File: src/rtl/cuckoo_ctrl.sv
// cuckoo_ctrl: command sequencer owning a two-table cuckoo hash store with a bounded kick loop.
// Optional macro CUCKOO_STATS_EN adds saturating eviction (stat_kicks) and failure (stat_fails) counters.
module cuckoo_ctrl #(
    parameter  int KEY_W     = 32,
    parameter  int SLOTS     = 10,
    parameter  int MAX_KICKS = 20,
    localparam int IDX_W     = $clog2(SLOTS),
    localparam int OCC_W     = $clog2(2 * SLOTS + 1)
) (
    input  logic             clk,
    input  logic             rst_n,
    input  logic             cmd_valid,
    output logic             cmd_ready,
    input  logic [1:0]       cmd_op,
    input  logic [KEY_W-1:0] cmd_key,
    output logic             rsp_valid,
    input  logic             rsp_ready,
    output logic [1:0]       rsp_status,
    output logic             rsp_table,
    output logic [IDX_W-1:0] rsp_index,
    output logic [KEY_W-1:0] rsp_key,
`ifdef CUCKOO_STATS_EN
    output logic [31:0]      stat_kicks,
    output logic [15:0]      stat_fails,
`endif
    output logic [OCC_W-1:0] occupancy
);

    localparam int KICK_W = $clog2(MAX_KICKS + 2);
    localparam logic [KICK_W-1:0] KICK_MAX = KICK_W'(MAX_KICKS);

    localparam logic [1:0] OP_INSERT = 2'b01;
    localparam logic [1:0] OP_DELETE = 2'b10;
    localparam logic [1:0] OP_RSVD   = 2'b11;

    localparam logic [1:0] ST_OK        = 2'b00;
    localparam logic [1:0] ST_NOT_FOUND = 2'b01;
    localparam logic [1:0] ST_FULL      = 2'b10;
    localparam logic [1:0] ST_BAD_OP    = 2'b11;

    typedef enum logic [2:0] {
        IDLE     = 3'd0,
        LOOKUP   = 3'd1,
        PLACE_T1 = 3'd2,
        PLACE_T2 = 3'd3,
        RESP     = 3'd4
    } state_t;

    function automatic logic [IDX_W-1:0] hash1(input logic [KEY_W-1:0] k);
        return IDX_W'(k % KEY_W'(SLOTS));
    endfunction

    // 3*k is formed at KEY_W+2 bits so the multiply never wraps before the modulo.
    function automatic logic [IDX_W-1:0] hash2(input logic [KEY_W-1:0] k);
        logic [KEY_W+1:0] triple;
        triple = {2'b00, k} * (KEY_W + 2)'(3);
        return IDX_W'(triple % (KEY_W + 2)'(SLOTS));
    endfunction

    state_t             state_r, state_nxt_s;
    logic [1:0]         op_r;
    logic [KEY_W-1:0]   key_r, carry_r;
    logic [KICK_W-1:0]  kicks_r;
    logic               cmd_ready_r, rsp_valid_r;
    logic [1:0]         rsp_status_r;
    logic               rsp_table_r;
    logic [IDX_W-1:0]   rsp_index_r;
    logic [KEY_W-1:0]   rsp_key_r;
    logic [OCC_W-1:0]   occ_r;

    logic [KEY_W-1:0]   t1_key_r [SLOTS];
    logic [KEY_W-1:0]   t2_key_r [SLOTS];
    logic [SLOTS-1:0]   t1_vld_r, t2_vld_r;

    logic [IDX_W-1:0]   lk_h1_s, lk_h2_s, pl_h1_s, pl_h2_s;
    logic               hit1_s, hit2_s;
    logic               pl_active_s, pl_occ_s, can_kick_s, do_write_s, first_s;
    logic [KEY_W-1:0]   pl_old_s;
    logic               cmd_fire_s, rsp_fire_s;

    // Probe decode for LOOKUP and placement target decode for the PLACE states.
    always_comb begin
        lk_h1_s     = hash1(key_r);
        lk_h2_s     = hash2(key_r);
        hit1_s      = t1_vld_r[lk_h1_s] && (t1_key_r[lk_h1_s] == key_r);
        hit2_s      = t2_vld_r[lk_h2_s] && (t2_key_r[lk_h2_s] == key_r);
        pl_h1_s     = hash1(carry_r);
        pl_h2_s     = hash2(carry_r);
        pl_active_s = (state_r == PLACE_T1) || (state_r == PLACE_T2);
        if (state_r == PLACE_T2) begin
            pl_occ_s = t2_vld_r[pl_h2_s];
            pl_old_s = t2_key_r[pl_h2_s];
        end else begin
            pl_occ_s = t1_vld_r[pl_h1_s];
            pl_old_s = t1_key_r[pl_h1_s];
        end
        can_kick_s  = (kicks_r != KICK_MAX);
        do_write_s  = pl_active_s && (!pl_occ_s || can_kick_s);
        first_s     = (state_r == PLACE_T1) && (kicks_r == KICK_W'(0));
        cmd_fire_s  = cmd_valid && cmd_ready_r;
        rsp_fire_s  = rsp_valid_r && rsp_ready;
    end

    // Next-state logic of the command FSM.
    always_comb begin
        state_nxt_s = state_r;
        case (state_r)
            IDLE: begin
                if (cmd_fire_s) begin
                    state_nxt_s = (cmd_op == OP_RSVD) ? RESP : LOOKUP;
                end else begin
                    state_nxt_s = IDLE;
                end
            end
            LOOKUP: begin
                if ((op_r == OP_INSERT) && !hit1_s && !hit2_s) begin
                    state_nxt_s = PLACE_T1;
                end else begin
                    state_nxt_s = RESP;
                end
            end
            PLACE_T1: begin
                if (pl_occ_s && can_kick_s) begin
                    state_nxt_s = PLACE_T2;
                end else begin
                    state_nxt_s = RESP;
                end
            end
            PLACE_T2: begin
                if (pl_occ_s && can_kick_s) begin
                    state_nxt_s = PLACE_T1;
                end else begin
                    state_nxt_s = RESP;
                end
            end
            RESP: begin
                if (rsp_fire_s) begin
                    state_nxt_s = IDLE;
                end else begin
                    state_nxt_s = RESP;
                end
            end
            default: state_nxt_s = IDLE;
        endcase
    end

    // State register with handshake flags registered from the next state.
    always_ff @(posedge clk or negedge rst_n) begin
        if (!rst_n) begin
            state_r     <= IDLE;
            cmd_ready_r <= 1'b1;
            rsp_valid_r <= 1'b0;
        end else begin
            state_r     <= state_nxt_s;
            cmd_ready_r <= (state_nxt_s == IDLE);
            rsp_valid_r <= (state_nxt_s == RESP);
        end
    end

    // Command latch, kick loop carry and response field registers.
    always_ff @(posedge clk or negedge rst_n) begin
        if (!rst_n) begin
            op_r         <= 2'b00;
            key_r        <= {KEY_W{1'b0}};
            carry_r      <= {KEY_W{1'b0}};
            kicks_r      <= KICK_W'(0);
            rsp_status_r <= 2'b00;
            rsp_table_r  <= 1'b0;
            rsp_index_r  <= IDX_W'(0);
            rsp_key_r    <= {KEY_W{1'b0}};
        end else begin
            case (state_r)
                IDLE: begin
                    if (cmd_fire_s) begin
                        op_r         <= cmd_op;
                        key_r        <= cmd_key;
                        rsp_key_r    <= cmd_key;
                        rsp_table_r  <= 1'b0;
                        rsp_index_r  <= IDX_W'(0);
                        rsp_status_r <= (cmd_op == OP_RSVD) ? ST_BAD_OP : ST_OK;
                    end
                end
                LOOKUP: begin
                    carry_r <= key_r;
                    kicks_r <= KICK_W'(0);
                    if (hit1_s) begin
                        rsp_status_r <= ST_OK;
                        rsp_table_r  <= 1'b0;
                        rsp_index_r  <= lk_h1_s;
                    end else if (hit2_s) begin
                        rsp_status_r <= ST_OK;
                        rsp_table_r  <= 1'b1;
                        rsp_index_r  <= lk_h2_s;
                    end else begin
                        rsp_status_r <= (op_r == OP_INSERT) ? ST_OK : ST_NOT_FOUND;
                    end
                end
                PLACE_T1, PLACE_T2: begin
                    // Only the very first placement holds the command key itself.
                    if (first_s && do_write_s) begin
                        rsp_table_r <= 1'b0;
                        rsp_index_r <= pl_h1_s;
                    end
                    if (!pl_occ_s) begin
                        rsp_status_r <= ST_OK;
                    end else if (can_kick_s) begin
                        carry_r <= pl_old_s;
                        kicks_r <= kicks_r + KICK_W'(1);
                    end else begin
                        rsp_status_r <= ST_FULL;
                        rsp_key_r    <= carry_r;
                    end
                end
                default: ;
            endcase
        end
    end

    // Table contents, valid bits and occupancy count.
    always_ff @(posedge clk or negedge rst_n) begin
        if (!rst_n) begin
            for (int i = 0; i < SLOTS; i++) begin
                t1_key_r[i] <= {KEY_W{1'b0}};
                t2_key_r[i] <= {KEY_W{1'b0}};
            end
            t1_vld_r <= {SLOTS{1'b0}};
            t2_vld_r <= {SLOTS{1'b0}};
            occ_r    <= OCC_W'(0);
        end else begin
            case (state_r)
                LOOKUP: begin
                    if ((op_r == OP_DELETE) && hit1_s) begin
                        t1_vld_r[lk_h1_s] <= 1'b0;
                        occ_r             <= occ_r - OCC_W'(1);
                    end else if ((op_r == OP_DELETE) && hit2_s) begin
                        t2_vld_r[lk_h2_s] <= 1'b0;
                        occ_r             <= occ_r - OCC_W'(1);
                    end
                end
                PLACE_T1: begin
                    if (do_write_s) begin
                        t1_key_r[pl_h1_s] <= carry_r;
                        t1_vld_r[pl_h1_s] <= 1'b1;
                    end
                    if (!pl_occ_s) begin
                        occ_r <= occ_r + OCC_W'(1);
                    end
                end
                PLACE_T2: begin
                    if (do_write_s) begin
                        t2_key_r[pl_h2_s] <= carry_r;
                        t2_vld_r[pl_h2_s] <= 1'b1;
                    end
                    if (!pl_occ_s) begin
                        occ_r <= occ_r + OCC_W'(1);
                    end
                end
                default: ;
            endcase
        end
    end

`ifdef CUCKOO_STATS_EN
    logic [31:0] stat_kicks_r;
    logic [15:0] stat_fails_r;

    // Saturating counters of evictions and FULL outcomes.
    always_ff @(posedge clk or negedge rst_n) begin
        if (!rst_n) begin
            stat_kicks_r <= 32'd0;
            stat_fails_r <= 16'd0;
        end else if (pl_active_s && pl_occ_s) begin
            if (can_kick_s) begin
                if (stat_kicks_r != 32'hFFFF_FFFF) begin
                    stat_kicks_r <= stat_kicks_r + 32'd1;
                end
            end else if (stat_fails_r != 16'hFFFF) begin
                stat_fails_r <= stat_fails_r + 16'd1;
            end
        end
    end

    assign stat_kicks = stat_kicks_r;
    assign stat_fails = stat_fails_r;
`endif

    assign cmd_ready  = cmd_ready_r;
    assign rsp_valid  = rsp_valid_r;
    assign rsp_status = rsp_status_r;
    assign rsp_table  = rsp_table_r;
    assign rsp_index  = rsp_index_r;
    assign rsp_key    = rsp_key_r;
    assign occupancy  = occ_r;

endmodule

File: config.mk
export PLATFORM = sky130hd
export DESIGN_NAME = cuckoo_ctrl
export DESIGN_NICKNAME = d
export VERILOG_FILES = /design/src/rtl/cuckoo_ctrl.sv
export SDC_FILE = /design/constraint.sdc
export NUM_CORES = 2
export LEC_CHECK = 0
export CAP_MARGIN = 25
export CORE_UTILIZATION = 40
export CTS_CLUSTER_DIAMETER = 200
export DETAILED_ROUTE_END_ITERATION = 7
export GPL_TIMING_DRIVEN = 0
export PLACE_DENSITY = 0.58
export REMOVE_ABC_BUFFERS = 1
export SETUP_SLACK_MARGIN = 0.05
export SLEW_MARGIN = 20
export SYNTH_ARGS = -nofsm -noshare
export SYNTH_HDL_FRONTEND = slang
export SYNTH_SLANG_ARGS = --single-unit
File: constraint.sdc
create_clock -name clk -period 48.9 [get_ports clk]
set_input_delay 9.78 -clock clk [delete_from_list [all_inputs] [get_ports clk]]
set_output_delay 9.78 -clock clk [all_outputs]
set_load 0.05 [all_outputs]
# After elaboration in Yosys (flattened, before gate mapping)
# Index checks and enable logic that the tools add are counted.
# Widths: inputs -> output; s select.
# classes
addsub,3
n_mul,2
div_mod_pow,4
magnitude_cmp,14
n_eq_ne,25
shift,0
muxes,82
bitwise_logic,10
reduce_logical,42
# ops
op,count
$bwmux 320,2
$bmux 32 s4,4
$mux 32,16
$demux 32 s4,2
$pmux 32 s2,2
$mod 34x4->34 const B,2
$mul 32x2->34 const B,2
$eq 32x32->1,2
$mod 32x4->32 const B,2
$mux 10,5
$pmux 10 s2,2
$mux 5,5
$and 10x10->10,2
$ge 5x5->1 const B,4
$lt 4x5->1 const B,4
$not 10->10,2
$not 4->5,4
$or 10x10->10,2
$pmux 5 s2,2
$logic_and 1x1->1,18
$mux 3,6
$bmux 1 s4,4
$demux 1 s4,4
$ge 4x1->1 const B,4
29 further kinds,80
# word_totals
reg_bits,780
latchBits,0
mem_bits_rw,0
rom_bits,0
output_inout_bits,46
memories,0

# Logic depth before layout (Yosys ltp)
# depth
word_depth,13
mapped_depth,124
ltp_nobuf,94

# Least setup slack after synthesis
# OpenSTA, ideal clock, no wires.
# synth_timing
kind,flip-flop to flip-flop
start,"register, netlist name key_r[0]"
end,register t1_key_r[293] (netlist name)
setup_time_ps,128
arrival_time_ps,29907
required_ps,48772
path_slack_ps,18865
path_stages_with_launch,106
n_path_buf,16
path_cell_list,dfrtp_1 buf_2 buf_4 buf_2 inv_2 clkbuf_1 ha_1 nor4b_1 nand4_1 nor3_1 a21oi_1 o211a_1 and3_1 buf_2 or4_4 and3_1 a21oi_1 o2111ai_2 (+70 left out) xnor2_1 or3_1 or4_4 nor4_4 nand2_4 xnor2_2 buf_4 mux4_2 a222oi_1 xnor2_1 a2111oi_0 o211ai_1 or4_1 buf_4 nor3_4 o21ai_4 buf_6 mux2_1
# synth_lines
item,line,source
"to (signal, indexed assignment)",223,t1_key_r[i] <= {KEY_W{1'b0}};
"to (signal, indexed assignment)",242,t1_key_r[pl_h1_s] <= carry_r;
to (decl),71,logic [KEY_W-1:0] t1_key_r [SLOTS];

==> qor.yml <==
drt:
  detail_route.wl_per_cell_um: 23.54
  num_vias: 83280
  topRoutingLayerUsed: "met4"
  met2_length_mm: 140.2
  drt-initial-drc-count: 8739
  viasPerCell: 6.578
  wl_met3_mm: 17.32
  dr.pass1.iters: 8
  detail-route-antenna-nets: 0
  drc: 0
  wl_mm: 298.0
  wl_met1_mm: 128.0
critical_path:
  cpPeakStageDelay_ns: 0.96
  endpoint_kind: "flop"
  critPathLaunch: "key_r[0]$_DFFE_PN0P_"
  cpMostUsedCell: "o211ai_1"
  worstSetupPathType: "flop to flop"
  r2r_slack_ns: 6.10
  reg2reg_to: "t1_key_r[312]$_DFFE_PN0P_"
  cp.arrival_ns: 43.36
  crit_fanout: 37
  reg2reg_from: "key_r[0]$_DFFE_PN0P_"
  cp-start-kind: "flop"
  worstPathRequired_ns: 49.46
  r2r_cells: 99
  crit_end: "t1_key_r[312]$_DFFE_PN0P_"
  slowest_stage: "nor4_1"
logic_synthesis:
  synth_ff_type: "dfrtp_1"
  syn_avg_cell_area_um2: 8.034
  ys_warn_count: 0
  yosysSeqAreaShare_pct: 23.63
  syn-cell-area_um2: 82620
  synth-edff-count: 0
  synthCells: 10280
  yosysUniqueCellTypes: 150
  yosys_register_bits: 780
  async_flop_share_pct: 100.0
timing:
  grt_setup_unrepaired: "no"
  fmax_mhz: 23.37
  finalClockSkew_ns: 0.04622
  hold_viol: 0
  finalWorstSetupSlack_ns: 6.105
  finalMaxSlewViolations: 0
  worst_slew_pin_slew_ns: 1.164
  fin_crit_sh_pct: 87.52
  finalSetupTns_ns: 0
  slew_headroom_pct: 22.38
  setup_viol: 0
  period_needed_ns: 42.80
die:
  rows: 166
  initial_core_util_pct: 40.30
  die_w_um: 456.5
  io_pins: 84
  core_area_um2: 205000
  die_area_um2: 208400
  fp.dieH_um: 456.5
global_routing:
  grt_pass1_wl_mm: 462.5
  grt-ovfl-total: 0
  grt_pass1_vias: 78740
  grt.total_usage_pct: 27.45
  antenna_found_initial: 2
  grt_max_degree: 100
placement:
  dp_worst_setup_slack_ns: 6.726
  dp_hpwl_mm: 219.1
  io_buffers: 83
  gp_congestion: 0.9175
clock_network:
  cts_buffer_depth: 3
  cts-root-buf: "clkbuf_16"
  clk_latency_ns: 0.71
  cts_inserted_buffers: 85
  hold_buffers: 0
  clkSlewWorstSetupHoldPaths_ns: 0.06
  ctsResizeCount: 0
  post_cts_buffers: 0
  cts_sinks: 780
  cts_tree: "built"
  htree_levels: 3
layout:
  fill_cells: 20070
  syn_to_final_growth_pct: 8.787
  final_nets: 10080
  drive_gt1_share_pct: 11.21
  utilization_pct: 43.84
run_status:
  outcome: "finished, final reports clean"
job:
  drv_cap: 0
hold_path:
  hold_path_class: "flop to flop"
area by class of cell:
class	instances	area (um2)	share of cell area, %
Clock buffer	130	2601	2.894
Tap cell	2688	3363	3.742
Sequential cell	780	19550	21.75
Antenna cell	2	5.005	0.005569
Timing Repair Buffer	235	3415	3.799
Inverter	209	792.0	0.8812
Clock inverter	26	336.6	0.3745
Multi-Input combinational cell	8589	59810	66.55
cell families (layout without fill, tap and decap cells):
logic type               Yosys count  after routing  synth area share [%]
AO/OA/AOI/OAI                   3371           3371                 27.62
buffers and inverters            915            600                 4.648
multiplexers                     645            645                 12.12
XOR/XNOR                         593            593                 6.447
other                              0              2                     0
AND/OR/NAND/NOR                 3817           3817                 23.12
flip-flops                       780            780                 23.63
adder cells (fa/ha/maj)          163            163                 2.428
layout by cell type (no fill, tap or decap), types with 50 or more instances in the layout:
cell type / netlist / layout
a211oi_1: 138 / 136
a21o_1: 78 / 78
a21oi_1: 544 / 544
a221oi_1: 52 / 50
a22oi_1: 108 / 108
a31oi_1: 128 / 128
and2_1: 116 / 115
and3_1: 118 / 118
buf_16: 0 / 57
clkbuf_16: 0 / 89
clkdlybuf4s50_1: 0 / 82
dfrtp_1: 779 / 759
ha_1: 137 / 137
inv_1: 184 / 183
mux2_2: 154 / 154
mux2i_1: 189 / 187
mux4_2: 258 / 258
nand2_1: 1323 / 1315
nand2b_1: 67 / 66
nand3_1: 294 / 289
nand4_1: 142 / 142
nor2_1: 707 / 706
nor3_1: 315 / 313
nor4_1: 147 / 138
o2111ai_1: 59 / 59
o211ai_1: 119 / 119
o21a_1: 92 / 92
o21ai_0: 840 / 839
o21ai_1: 224 / 224
o22ai_1: 69 / 68
o31ai_1: 72 / 70
or2_2: 75 / 75
or3_1: 89 / 89
or4_1: 58 / 58
xnor2_1: 435 / 428
xor2_1: 145 / 144
worst min-delay path by stage:
| stage | to | slack, ns | from | cells past startpoint |
|---|---|---|---|---|
| 2_1_floorplan | t1_key_r[0]$_DFFE_PN0P_ | 0.44 | t1_key_r[0]$_DFFE_PN0P_ | 1 |
| 3_3_place_gp | occupancy[4]$_DFFE_PN0P_ | 0.46 | occupancy[4]$_DFFE_PN0P_ | 1 |
| 3_5_place_dp | occupancy[4]$_DFFE_PN0P_ | 0.47 | occupancy[4]$_DFFE_PN0P_ | 1 |
| 4_1_cts | occupancy[4]$_DFFE_PN0P_ | 0.48 | occupancy[4]$_DFFE_PN0P_ | 1 |
| 5_1_grt | t1_key_r[256]$_DFFE_PN0P_ | 0.51 | t1_key_r[256]$_DFFE_PN0P_ | 1 |
| 6_report | occupancy[4]$_DFFE_PN0P_ | 0.47 | occupancy[4]$_DFFE_PN0P_ | 1 |
per-stage QoR:
stage	instance area [um2]	std cells	hold WS (ns)
finish	89880	12660	0.4715
detailed placement	86620	12480	0.4671
CTS	89550	12640	0.4754
floorplan	79560	9578	0.4429
global route	89870	12660	0.5067
global placement	83760	12350	0.4555
Yosys cell counts (145+ instances only):
| master | instances | area (um2) |
|---|---|---|
| nor3_1 | 315 | 1577 |
| a21oi_1 | 544 | 2723 |
| xor2_1 | 145 | 1270 |
| o21ai_0 | 840 | 4204 |
| nor2_1 | 707 | 2654 |
| dfrtp_1 | 779 | 19490 |
| nand2_1 | 1323 | 4966 |
| mux2_2 | 154 | 1734 |
| inv_1 | 184 | 690.7 |
| xnor2_1 | 435 | 3810 |
| mux2i_1 | 189 | 1892 |
| nand3_1 | 294 | 1471 |
| o21ai_1 | 224 | 1121 |
| mux4_2 | 258 | 5811 |
| nor4_1 | 147 | 919.6 |
| clkbuf_1 | 481 | 1805 |
critical path, delay by kind of cell (launching register included):
family,cells,cell delay [ns]
compound gates,33,12.65
simple gates,41,19.03
buf+inv,9,2.45
flops,1,0.73
mux,4,1.52
xor+xnor,10,4.97
fa+ha+maj,2,1.09
sequential cells by signal, summed over array words and instances, names as in the netlist, 4 cells and up:
signal and flops:
carry_r 32, t2_key_r 320, occupancy 5, kicks_r 5, t1_key_r 320, t1_vld_r 10
rsp_key 32, rsp_index 4, key_r 32, t2_vld_r 10
per-layer routing:
layer / GRT usage, % / up-vias
met1: 36.15 / 41110
li1: - / 38460
met3: 2.726 / 565
met4: 11.28 / 0
met5: 0 / -
met2: 45.88 / 3134
Power is left out: the tool's default activity adds up to more than one toggle a clock period on the data nets, which glitch-free logic cannot reach.
